$ cat src/rtl/spi_opcode_responder.sv
// SPI mode-0 slave: receives an opcode, returns the selected channel's max value on MISO.
// Define SPI_RESP_PARITY_EN to append an even-parity bit after the data LSB.
module spi_opcode_responder #(
  parameter int unsigned DATA_W   = 16,
  parameter int unsigned LOAD_DLY = 2
) (
  input  logic              clk,
  input  logic              reset,
  input  logic              sclk,
  input  logic              cs_n,
  input  logic              mosi,
  output logic              miso,
  output logic              miso_oe,
  input  logic [DATA_W-1:0] max_value,
  output logic [7:0]        op_code,
  output logic              tx_ready
);

`ifdef SPI_RESP_PARITY_EN
  localparam int unsigned FRAME_W = DATA_W + 1;
`else
  localparam int unsigned FRAME_W = DATA_W;
`endif
  localparam int unsigned CNT_W = $clog2(DATA_W + 2);
  localparam int unsigned DLY_W = (LOAD_DLY > 1) ? $clog2(LOAD_DLY) : 1;

  typedef enum logic [2:0] {
    S_IDLE,
    S_CMD,
    S_LOAD,
    S_DATA,
    S_DONE,
    S_DISCARD
  } state_t;

  state_t             state, state_nx;
  logic [1:0]         sclk_sync, cs_sync, mosi_sync;
  logic               sclk_d, cs_d;
  logic               sclk_rise, sclk_fall, cs_fall, cs_rise, mosi_bit;
  logic [6:0]         shift_in, shift_nx;
  logic [7:0]         op_rx, op_nx;
  logic [FRAME_W-1:0] tx_sr, tx_nx, frame_word;
  logic [CNT_W-1:0]   bit_cnt, cnt_nx;
  logic [DLY_W-1:0]   dly_cnt, dly_nx;
  logic               rdy_nx;

  // Synchronizers free-run through reset so a cs_n held low across reset never looks like a new falling edge.
  always_ff @(posedge clk) begin
    sclk_sync <= {sclk_sync[0], sclk};
    cs_sync   <= {cs_sync[0], cs_n};
    mosi_sync <= {mosi_sync[0], mosi};
    sclk_d    <= sclk_sync[1];
    cs_d      <= cs_sync[1];
  end

  assign sclk_rise = sclk_sync[1] & ~sclk_d;
  assign sclk_fall = ~sclk_sync[1] & sclk_d;
  assign cs_fall   = ~cs_sync[1] & cs_d;
  assign cs_rise   = cs_sync[1] & ~cs_d;
  assign mosi_bit  = mosi_sync[1];
  assign op_rx     = {shift_in, mosi_bit};

`ifdef SPI_RESP_PARITY_EN
  assign frame_word = {max_value, ^max_value};
`else
  assign frame_word = max_value;
`endif

  always_comb begin
    state_nx = state;
    shift_nx = shift_in;
    op_nx    = op_code;
    tx_nx    = tx_sr;
    cnt_nx   = bit_cnt;
    dly_nx   = dly_cnt;
    rdy_nx   = 1'b0;
    case (state)
      S_IDLE: begin
        op_nx = '0;
        if (cs_fall) begin
          cnt_nx   = '0;
          state_nx = S_CMD;
        end
      end
      S_CMD: begin
        if (sclk_rise) begin
          shift_nx = op_rx[6:0];
          cnt_nx   = bit_cnt + 1'b1;
          if (bit_cnt == CNT_W'(7)) begin
            op_nx    = op_rx;
            dly_nx   = '0;
            state_nx = (op_rx inside {8'h41, 8'h42, 8'h43, 8'h44}) ? S_LOAD : S_DISCARD;
          end
        end
      end
      S_LOAD: begin
        if (dly_cnt == DLY_W'(LOAD_DLY - 1)) begin
          tx_nx    = frame_word;
          cnt_nx   = '0;
          state_nx = S_DATA;
        end else begin
          dly_nx = dly_cnt + 1'b1;
        end
      end
      S_DATA: begin
        if (sclk_rise) begin
          cnt_nx = bit_cnt + 1'b1;
          if (bit_cnt == CNT_W'(FRAME_W - 1)) begin
            rdy_nx   = 1'b1;
            state_nx = S_DONE;
          end
        end else if (sclk_fall && bit_cnt != '0) begin
          // The opcode's trailing falling edge lands here before any data bit was sampled; keep the MSB.
          tx_nx = {tx_sr[FRAME_W-2:0], 1'b0};
        end
      end
      S_DONE, S_DISCARD: ;
      default: state_nx = S_IDLE;
    endcase
    if (cs_rise) begin
      state_nx = S_IDLE;
      op_nx    = '0;
      rdy_nx   = 1'b0;
    end
  end

  always_ff @(posedge clk) begin
    if (reset) begin
      state    <= S_IDLE;
      shift_in <= '0;
      op_code  <= '0;
      tx_sr    <= '0;
      bit_cnt  <= '0;
      dly_cnt  <= '0;
      tx_ready <= 1'b0;
      miso     <= 1'b0;
      miso_oe  <= 1'b0;
    end else begin
      state    <= state_nx;
      shift_in <= shift_nx;
      op_code  <= op_nx;
      tx_sr    <= tx_nx;
      bit_cnt  <= cnt_nx;
      dly_cnt  <= dly_nx;
      tx_ready <= rdy_nx;
      miso     <= (state == S_DATA) ? tx_sr[FRAME_W-1] : 1'b0;
      miso_oe  <= ~cs_sync[1];
    end
  end

endmodule

$ cat config.mk
export PLATFORM = sky130hd
export DESIGN_NAME = spi_opcode_responder
export DESIGN_NICKNAME = d
export VERILOG_FILES = /design/src/rtl/spi_opcode_responder.sv
export SDC_FILE = /design/constraint.sdc
export NUM_CORES = 1
export LEC_CHECK = 0
export BUFFER_PORTS_ARGS = -buffer_cell sky130_fd_sc_hd__buf_2
export CORE_ASPECT_RATIO = 1.25
export CORE_MARGIN = 5
export CORE_UTILIZATION = 56
export DETAILED_ROUTE_END_ITERATION = 7
export PLACE_DENSITY_LB_ADDON = 0.3
export SYNTH_ARGS = -nofsm -noshare
export SYNTH_HDL_FRONTEND = slang
export SYNTH_SLANG_ARGS = --single-unit
$ cat constraint.sdc
create_clock -name clk -period 2.2 [get_ports clk]
set_input_delay 0.33 -clock clk [delete_from_list [all_inputs] [get_ports clk]]
set_output_delay 0.33 -clock clk [all_outputs]
set_load 0.02 [all_outputs]
Yosys cells after proc, flatten, opt, wreduce, memory -nomap -nowiden
Cells that the tools add are included.
- add/subtract/negate cells: 2
- equal/unequal tests: 20
- multiplexer cells: 24
- bitwise logic cells: 11
- reduce and logical (&&, ||, !) cells: 19
- operator list (cell ; count):
    $mux 16 ; 3
    $eq 8x7->1 const B ; 4
    $pmux 16 s2 ; 1
    $mux 3 ; 7
    $mux 8 ; 2
    $ne 2x2->1 const B ; 8
    $pmux 8 s2 ; 1
    $mux 5 ; 3
    $pmux 3 s5 ; 1
    $pmux 5 s3 ; 1
    $reduce_and 4->1 ; 2
    $reduce_or 2->1 ; 4
    $not 1->1 ; 7
    $reduce_and 7->1 ; 1
    $eq 3x2->1 const B ; 2
    $eq 3x3->1 const B ; 2
    $reduce_and 3->1 ; 2
    $reduce_bool 2->1 ; 3
    $add 5x1->5 const B ; 1
    $eq 5x3->1 const B ; 1
    $eq 5x4->1 const B ; 1
    $reduce_bool 5->1 ; 1
    $and 1x1->1 ; 4
    $mux 1 ; 4
    other kinds (10) ; 10
- register bits: 51
- input bits: 21
- output and inout bits: 11
- word-level logic and storage cells: 90

Depth between registers and ports, before layout
- depth in word-level cells: 6
- gate-level depth with buffers: 8
- depth with buffers taken out: 7

Least setup slack after synthesis
Ideal clock, no wire load.
- kind: register -> register
- start point: register bit_cnt[0]
- end point: register tx_sr[6]
- library setup time: 142 ps
- arrival: 1568 ps
- slack: 490 ps
- cell stages (with the launch flop): 9
- period minus slack after synthesis: 1710 ps
- cell sequence: dfxtp_1 inv_1 ha_1 nor4b_4 o31ai_4 and2_4 buf_6 buf_12 a311oi_2
- word-level cells in the longest chain between the ends: 4
- RTL lines (what ; RTL line ; text):
    start, declared ; 43 ; logic [CNT_W-1:0] bit_cnt, cnt_nx;
    start signal, assigned ; 143 ; bit_cnt <= cnt_nx;
    $reduce_bool 5->1 ; 112 ; end else if (sclk_fall && bit_cnt != '0) begin
    $logic_and 1x1->1 ; 112 ;
    $ne 2x2->1 (no line) ; n/a ;
    $reduce_and 4->1 (no line) ; n/a ;
    end signal, assigned ; 142 ; tx_sr <= tx_nx;
    end, declared ; 42 ; logic [FRAME_W-1:0] tx_sr, tx_nx, frame_word;
No other way between the ends.
A chain may end at the register's enable or synchronous reset.

Final worst setup path
- start point: register bit_cnt[0]
- end point: register state[0]
- word-level cells in the longest chain between the ends: 3
- elaborated cells between the ends (all ways): 5
- those cells by class: eq/ne (4); reduce/logical (1)
- RTL lines (what ; RTL line ; text):
    $eq 5x4->1 or $eq 5x3->1 (tied branches) ; 108, 89 ;
    $ne 2x2->1 (no line) ; n/a ;
    $reduce_and 7->1 (no line) * ; n/a ;
    end signal, assigned ; 139 ; state <= state_nx;
    end, declared ; 36 ; state_t state, state_nx;
Mark *: on every way between the ends. The rest lies on a longest branch, timed or not.

==> flow_summary.json <==
{
  "placed_area_mm2": 0.00242,
  "drt_iter0_drc": 146,
  "ys_seq_area_share_pct": 45.3,
  "end_kind": "flip-flop",
  "syn-num-nets": 257,
  "core_mm2": 0.00385,
  "worstReg2RegEnd": "state[0]$_SDFFE_PP0P_",
  "rows": 25,
  "layout.nets": 285,
  "numPortBuffers": 31,
  "startpoint": "bit_cnt[0]$_SDFFE_PP0P_",
  "viasPerCell": 5.74,
  "grt_setup_unrepaired": "false",
  "final-hold-violation-count": 0,
  "power_density_mw_per_mm2": 660,
  "area_delta_synth_final_pct": 11.8,
  "insertion_delay_ps": 300,
  "worstMarginPinSlew_ps": 617,
  "dieArea_mm2": 0.00540,
  "cp-start-kind": "flip-flop",
  "post-route-drc-count": 0,
  "synthTopCellsByArea": "dfxtp_1 45%, a311oi_2 6.0%, a21oi_1 4.9%, nand3_1 4.0%, nand2_1 3.7%",
  "synthTopCellsByCount": "51 x dfxtp_1, 22 x a21oi_1, 22 x nand2_1",
  "comb_power_share_pct": 8.7,
  "p_int_mw": 1.25,
  "peakVddDrop_mv": 0.710,
  "ys_ff_latch": 51,
  "num_antenna_cells": 0,
  "ant_nets": 0,
  "grt_antenna_before_repair": 0,
  "cts_max_path_buffers": 2,
  "htreeDepth": 2,
  "setup_violations": 0,
  "finClkSkew_ps": 8.15,
  "postSynth.asyncResetShare_pct": 0,
  "synth_area_per_cell_um2": 9.67,
  "hold_depth": 1,
  "cts.reportedPaths.clkPinSlew_ps": 90,
  "fp.dieH_um": 80.9,
  "dp_hpwl_um": 3200,
  "wirelength_um": 4450,
  "leakagePower_nw": 1.02,
  "min_from": "mosi",
  "synth.most_common_cell": "dfxtp_1",
  "grt_first_pass_wirelength_um": 7580,
  "synth_area_mm2": 0.00225,
  "synth-edff-count": 0,
  "fin_crit_sh_pct": 87.4,
  "ios": 32,
  "placed_cells": 308,
  "clockRootBuffer": "clkbuf_8",
  "fin_area_mm2": 0.00252,
  "path_max_fanout": 5,
  "clkPwrFrac_pct": 33.5,
  "yosysUniqueCellTypes": 48,
  "fill_cells": 330,
  "gr-total-overflow": 0,
  "grt_usage_pct": 17.7,
  "tns_ps": 0,
  "ctsHoldBuffers": 0,
  "first_global_vias": 1669,
  "gp_congestion": 0.876,
  "instances_no_fill": 316,
  "cts_sinks": 51,
  "vias": 1813,
  "cts_made_buffers": 5,
  "start_util_pct": 58.5,
  "wl_per_cell_um": 14.1,
  "path_class": "flip-flop to flip-flop",
  "ctsResizeCount": 0,
  "finalPower_mw": 1.66,
  "pwr-share-seq_pct": 57.8,
  "reg2reg_depth": 7,
  "synth_cells": 233,
  "worstPathRequired_ps": 2390,
  "crit_end": "state[0]$_SDFFE_PP0P_",
  "grt_max_degree": 22,
  "switchingPower_mw": 0.408,
  "relSlewSlack_pct": 58.8,
  "rrSetupSlack_ps": 280,
  "outcome": "finished clean",
  "swShare_pct": 24.6,
  "drive_above_1_share_pct": 24.4,
  "die_w_um": 66.7,
  "arrival_ps": 2110,
  "cts_setup_buffers": 0,
  "drv_cap": 0,
  "fmax_mhz": 520,
  "synthFlopType": "dfxtp_1",
  "yosysTopAreaCell": "dfxtp_1",
  "drt_first_pass_iters": 4,
  "drv_slew": 0,
  "synth_top_area_share_pct": 45.3,
  "hold_path_class": "primary input to flip-flop",
  "holdWs_ps": 126,
  "worstReg2RegStart": "bit_cnt[0]$_SDFFE_PP0P_",
  "cts_tree": "done",
  "fin_crit_ps": 1920,
  "yosysWarnings": 0
}
[layout make-up]
type	count	area, um^2	area share, %
clock buffer	6	82.6	3.28
clock inverter	2	16.3	0.646
inverter	5	18.8	0.746
multi-input combinational	161	1110	44.1
sequential	51	1020	40.6
tap	54	67.6	2.68
timing repair buffer	37	200	7.95
[power by group through the flow]
stage                     sequential [mW]  combinational, mW  clock, mW
final                               0.961              0.144      0.557
after global placement              0.983              0.143          0
after global routing                0.965              0.158      0.612
after CTS                           0.961              0.144      0.576
after detailed placement            0.982              0.144          0
after floorplan                     0.970              0.118          0
[placed cells by master, fill, tap and decap left out, types with 6 or more instances in the layout]
| cell | n |
|---|---|
| dfxtp_1 | 51 |
| buf_2 | 31 |
| a21oi_1 | 22 |
| nand2_1 | 22 |
| nor2_1 | 19 |
| nand3_1 | 18 |
| a311oi_2 | 9 |
| a22o_1 | 8 |
| mux2i_1 | 7 |
| clkbuf_8 | 6 |
| buf_4 | 6 |
[flip-flops by register name, summed over array words and instances (netlist names)]
register / cells
mosi_sync: 2
sclk_d: 1
miso: 1
bit_cnt: 5
op_code: 8
cs_sync: 2
shift_in: 7
dly_cnt: 1
sclk_sync: 2
tx_sr: 16
miso_oe: 1
cs_d: 1
state: 3
tx_ready: 1
[kinds of logic (layout without fill, tap and decap cells)]
logic type | after synthesis | after routing | share of synthesized area (%)
compound gates | 66 | 66 | 24.5
fa+ha+maj | 3 | 3 | 1.67
buf+inv | 21 | 50 | 5.33
flops | 51 | 51 | 45.3
mux | 7 | 7 | 3.11
simple gates | 85 | 85 | 20.1
[metrics by stage]
| step | setup WS, ps | util [%] |
|---|---|---|
| 6_report | 278 | 65.4 |
| 3_5_place_dp | 311 | 62.9 |
| 5_1_grt | 180 | 65.4 |
| 2_1_floorplan | 490 | - |
| 3_3_place_gp | 405 | 62.9 |
| 4_1_cts | 288 | 65.4 |
[worst min-delay path by stage]
stage                                       to
after floorplan             cs_sync[1]$_DFF_P_
after global placement    sclk_sync[1]$_DFF_P_
after detailed placement    cs_sync[1]$_DFF_P_
after CTS                 mosi_sync[0]$_DFF_P_
after global routing      sclk_sync[0]$_DFF_P_
final                     mosi_sync[0]$_DFF_P_
[worst max-delay path: stages, from the launching register on]
cell	delay (ps)
dfxtp_1	350
ha_1	260
and3_1	200
ha_1	170
and3b_1	180
o21ai_0	320
a311o_1	260
o21ai_1	80
[per-layer routing]
layer  vias up  wire (um)  track usage, %
met2        35       2260            31.2
met4         0         36            5.28
met3         4        158            3.46
met5         -          0               0
met1       857       2000            21.7
li1        917          -               -
Note: power is estimated with default switching activity, not from simulation.
